--- src/rtl/mem_wb_stage.sv ---
// Writeback stage of the RV32I core: holds one retiring instruction, aligns load data,
// and drives the register-file write port. Optional retired-instruction counter under WB_INSTRET_EN.
module mem_wb_stage #(
    parameter int WIDTH  = 32,
    parameter int ADDR_W = 5
) (
    input  logic              clk,
    input  logic              rst,
    input  logic              in_valid,
    output logic              in_ready,
    input  logic              in_reg_write,
    input  logic [ADDR_W-1:0] in_rd,
    input  logic [1:0]        in_wb_sel,
    input  logic [2:0]        in_funct3,
    input  logic [1:0]        in_addr_lo,
    input  logic [WIDTH-1:0]  in_alu_result,
    input  logic [WIDTH-1:0]  in_load_data,
    input  logic [WIDTH-1:0]  in_pc_plus4,
    input  logic              flush,
    input  logic              wb_stall,
    output logic              rf_write_enable,
    output logic [ADDR_W-1:0] rf_waddr,
    output logic [WIDTH-1:0]  rf_wdata,
    output logic              fwd_valid,
    output logic [ADDR_W-1:0] fwd_rd,
    output logic [WIDTH-1:0]  fwd_data,
    output logic              retire
`ifdef WB_INSTRET_EN
    ,
    output logic [63:0]       instret
`endif
);

    // Byte/half lane extraction from an aligned RV32 word; unknown load types fall back to LW.
    function automatic logic [WIDTH-1:0] extract_load(
        input logic [2:0]       funct3,
        input logic [1:0]       addr_lo,
        input logic [WIDTH-1:0] word
    );
        logic [7:0]  byte_v;
        logic [15:0] half_v;
        case (addr_lo)
            2'd0:    byte_v = word[7:0];
            2'd1:    byte_v = word[15:8];
            2'd2:    byte_v = word[23:16];
            2'd3:    byte_v = word[31:24];
            default: byte_v = word[7:0];
        endcase
        half_v = addr_lo[1] ? word[31:16] : word[15:0];
        case (funct3)
            3'b000:  extract_load = {{(WIDTH-8){byte_v[7]}}, byte_v};
            3'b001:  extract_load = {{(WIDTH-16){half_v[15]}}, half_v};
            3'b100:  extract_load = {{(WIDTH-8){1'b0}}, byte_v};
            3'b101:  extract_load = {{(WIDTH-16){1'b0}}, half_v};
            default: extract_load = word;
        endcase
    endfunction

    logic              valid_r;
    logic [ADDR_W-1:0] rd_r;
    logic              we_r;
    logic [WIDTH-1:0]  data_r;

    logic              in_ready_s;
    logic              accept_s;
    logic              commit_s;
    logic              rd_nz_s;
    logic              we_next_s;
    logic [WIDTH-1:0]  wb_data_s;

    // Handshake: the slot is free when empty or when the held entry drains this cycle.
    always_comb begin
        in_ready_s = !valid_r || !wb_stall;
        accept_s   = in_valid && in_ready_s && !flush;
        commit_s   = valid_r && !wb_stall && !flush;
        rd_nz_s    = (rd_r != {ADDR_W{1'b0}});
    end

    // Writeback value is resolved at acceptance so the held entry is ready to write.
    always_comb begin
        we_next_s = in_reg_write && (in_wb_sel != 2'b11);
        case (in_wb_sel)
            2'b00:   wb_data_s = in_alu_result;
            2'b01:   wb_data_s = extract_load(in_funct3, in_addr_lo, in_load_data);
            2'b10:   wb_data_s = in_pc_plus4;
            default: wb_data_s = {WIDTH{1'b0}};
        endcase
    end

    // Single-entry holding register; flush wins over both accept and commit.
    always_ff @(posedge clk or posedge rst) begin
        if (rst) begin
            valid_r <= 1'b0;
            rd_r    <= {ADDR_W{1'b0}};
            we_r    <= 1'b0;
            data_r  <= {WIDTH{1'b0}};
        end else if (flush) begin
            valid_r <= 1'b0;
        end else if (accept_s) begin
            valid_r <= 1'b1;
            rd_r    <= in_rd;
            we_r    <= we_next_s;
            data_r  <= wb_data_s;
        end else if (commit_s) begin
            valid_r <= 1'b0;
        end
    end

    assign in_ready        = in_ready_s;
    assign retire          = commit_s;
    assign rf_write_enable = commit_s && we_r && rd_nz_s;
    assign rf_waddr        = rd_r;
    assign rf_wdata        = data_r;
    // Forwarding stays visible while stalled: the value is final even if the port is busy.
    assign fwd_valid       = valid_r && we_r && rd_nz_s;
    assign fwd_rd          = rd_r;
    assign fwd_data        = data_r;

`ifdef WB_INSTRET_EN
    logic [63:0] instret_r;

    // Retired-instruction counter; wraps naturally at 2^64.
    always_ff @(posedge clk or posedge rst) begin
        if (rst) begin
            instret_r <= 64'd0;
        end else if (commit_s) begin
            instret_r <= instret_r + 64'd1;
        end
    end

    assign instret = instret_r;
`endif

endmodule

--- config.mk ---
export PLATFORM = sky130hd
export DESIGN_NAME = mem_wb_stage
export DESIGN_NICKNAME = d
export VERILOG_FILES = /design/src/rtl/mem_wb_stage.sv
export SDC_FILE = /design/constraint.sdc
export NUM_CORES = 1
export LEC_CHECK = 0
export ABC_AREA = 1
export BUFFER_PORTS_ARGS = -buffer_cell sky130_fd_sc_hd__buf_2
export CORE_MARGIN = 2
export CORE_UTILIZATION = 40
export CTS_CLUSTER_DIAMETER = 50
export DETAILED_ROUTE_END_ITERATION = 12
export GPL_ROUTABILITY_DRIVEN = 1
export HOLD_SLACK_MARGIN = 0.1
export PLACE_DENSITY = 0.88
export SETUP_SLACK_MARGIN = 0.4
export SYNTH_ARGS = -nofsm -noshare
export SYNTH_HDL_FRONTEND = slang
export SYNTH_SLANG_ARGS = --single-unit
--- constraint.sdc ---
create_clock -name clk -period 1.3 [get_ports clk]
set_input_delay 0.13 -clock clk [delete_from_list [all_inputs] [get_ports clk]]
set_output_delay 0.13 -clock clk [all_outputs]
set_load 0.03 [all_outputs]
==> key figures <==
Route
  • Final ANT Viol Nets: 0
  • Number of DRC markers in iteration 0: 471
  • Vias per inst: roughly 5.6
  • DRC Markers: 0
  • Routed length per instance: approximately 18 um
  • Via Count: ~4.7k
  • Post-Route WL: 15500 um
  • Drt pass-1 iters: 6

Clock tree
  • CTS buffer count: 5
  • Clock slew at reported path FFs: roughly 0.090 ns
  • CTS tree: done
  • Longest Clk Path Bufs: 2
  • Root Driver: clkbuf_8
  • Clk sinks: 39
  • Worst-skew pair later-pin latency: about 0.30 ns
  • H-tree levels: 2

Timing
  • FMAX: roughly 660 MHz
  • Period utilization: 1.16
  • Max_slew headroom: 0.676
  • Hold WS: -0.160 ns
  • Hold Violations, Final: 19
  • Setup violators final: 41
  • RSZ-0062 raised after global routing: true
  • Final worst setup slack: -0.210 ns
  • Setup Skew: around 0.0043 ns
  • Final Slew Violations: 0
  • Worst slew pin tran: 0.485 ns
  • Fin crit period: about 1.5 ns

GRT
  • Number of global-route vias before repair: ~4.5k
  • Tot GR Track Use: 0.316
  • Antenna violations before repair: 0
  • First-pass GRT wire length: 21600 um
  • Largest net degree at the start of global routing: between 60 and 70
  • GRT overflow: 0

Layout
  • Fill cells: 530
  • Layout area overhead: 76.2%
  • Final instance area: around 5700 sq um
  • Storage element area: between 900 and 1000 sq um
  • Layout Nets: ~850
  • Area taken by multi-input logic gates: about 2000 sq um
  • Antenna diodes: 0
  • Fraction of layout cells with a size suffix above 1: 0.486

Power and ir drop
  • VDD IR max: around 470 uV
  • Sequential Power Share: 0.276
  • Cell Pwr Density: between 1000 and 1500 nW/um^2
  • Clk pwr share: 0.177
  • Net Sw Frac: 0.426
  • Comb power frac: 0.547
  • NetSw: about 2600 uW
  • Pint: between 3000 and 4000 uW
  • Total power: 6020 uW
  • P_leak: just over 0.003 uW

Place
  • Dpl cell area: 4130 sq um
  • DP HPWL: slightly below 9000 um
  • Place WS: -0.0451 ns
  • Final GP Congestion: approximately 0.96
  • Buffers added on ports: 191

Die
  • Die area: slightly below 9000 sq um
  • Core area: around 8000 sq um
  • Die height: 93.7 um
  • # IOs: between 150 and 200
  • Chip Width: ~94 um
  • Core Rows: 32
  • Starting Density: 0.415

Critical path
  • Critical path peak fanout: 2
  • CP max stage delay: around 0.43 ns
  • Slowest CP cell: dfrtp_2
  • Buffer and inverter count on the worst path: 1
  • Crit path DAT: approximately 1.4 ns
  • CP Capture Type: primary output
  • Crit-path cells: nor3_2 > nand3_2 > and3_4 > buf_6
  • CP Launch Type: register
  • Critical path's top delay family: simple AND/OR/NAND/NOR gates
  • Setup Crit Path Kind: register to primary output
  • CP Data Required Time: roughly 1.2 ns

Logic synthesis
  • Post-synth top flop: dfrtp_1
  • Commonest cells post-synth: nand2_1 (196), nand3_1 (101), dfrtp_1 (39)
  • Most common cell in the netlist: nand2_1
  • Number of synthesized register bits: 39
  • Synth cell types: 24
  • Gate Count Post-Synth: roughly 530
  • Syn_nets: about 640
  • Post-synth top area cell: dfrtp_1
  • Ys Warns: 0
  • Post-synth top area share: 0.303
  • Mapped Area: roughly 3200 sq um
  • Avg Cell Area, Syn: about 6.1 sq um
  • Register area share after synthesis: 0.303
  • Synth async-reset ratio: 1.00
  • Top post-synthesis cells by area: dfrtp_1 (30%), nand2_1 (23%), nand3_1 (16%)
  • Post-synth EDFFs: 0

Flow run
  • Max Cap Violations: 0

Run status
  • Violated checks: hold timing, setup timing
  • Status: complete, but fails checks

Worst hold path
  • Hold Crit Class: input pin to async pin
==> metal layers <==
metal,share of wire,track usage
met5,0,0
met4,0.054,0.169
met3,0.12,0.0698
met2,0.48,0.546
met1,0.34,0.363
==> kinds of logic (layout without fill, tap and decap cells) <==
kind of cell | count (synthesis) | in the layout | synth area share
DFF | 39 | 39 | 0.303
and+or+nand+nor | 341 | 341 | 0.449
buffers and inverters | 106 | 317 | 0.175
AOI/OAI and AO/OA | 43 | 43 | 0.0738
==> cell type report <==
class | count | area share
repair buffers | 265 | 0.388
repair inverters | 7 | 0.0174
inverters | 37 | 0.0282
clock buffers | 5 | 0.0121
well taps | 102 | 0.0225
multi-input cells | 384 | 0.350
clock inverters | 3 | 0.00771
flip-flops and latches | 39 | 0.173
==> state kept, by name, summed over array words and instances (netlist names) <==
register  flops
fwd_data     32
fwd_rd        5
valid_r       1
we_r          1
==> path summary, 6_finish.rpt <==
check	start	endpoint	slack [ns]	cells after the start
setup / recovery	fwd_rd[2]	rf_write_enable	-0.21	4
min in group clk	in_valid	valid_r	0.14	3
hold reg to reg	fwd_data[25]	fwd_data[25]	0.55	2
setup reg to reg	valid_r	we_r	-0.14	9
hold / removal	rst	fwd_data[6]	-0.16	2
max in group asynchronous	rst	fwd_data[25]	0.93	3
==> through the flow <==
stage                     instances   util  hold WS (ns)  setup TNS (ns)
after detailed placement        769  0.531         0.161          -0.138
after CTS                       827  0.692        -0.160          -0.511
after floorplan                 529      -         0.102               0
after global placement          769  0.531         0.158               0
final                           842  0.731        -0.160           -4.02
after global routing            842  0.731        -0.130           -5.36
==> cell usage in the layout (no fill, tap or decap), types with 15 or more instances in the layout <==
master	instances
nand3_1	99
nand2_2	37
nand2_4	23
buf_6	87
nor2_1	36
buf_2	113
dfrtp_1	32
o21ai_0	16
nand2_1	138
buf_4	48
a21oi_1	15
inv_1	30
==> power groups by stage <==
stage | logic [uW] | registers [uW] | clock network, uW
5_1_grt | 3460 | 1680 | 1110
6_report | 3300 | 1660 | 1060
3_3_place_gp | 2060 | 1570 | 0
3_5_place_dp | 2090 | 1580 | 0
4_1_cts | 2950 | 1630 | 1050
2_1_floorplan | 1250 | 1930 | 0
==> what timing repair did <==
item / in CTS / in global routing
setup endpoints to repair: 116 / 117
buffers inserted: 36 / 13
pin swaps: 23 / 15
gates cloned: 9 / 1
hold buffers: 5 / 1
gates resized for setup: 225 / 48
hold endpoints to repair: 25 / 20
(Power assumes the default switching activity.)
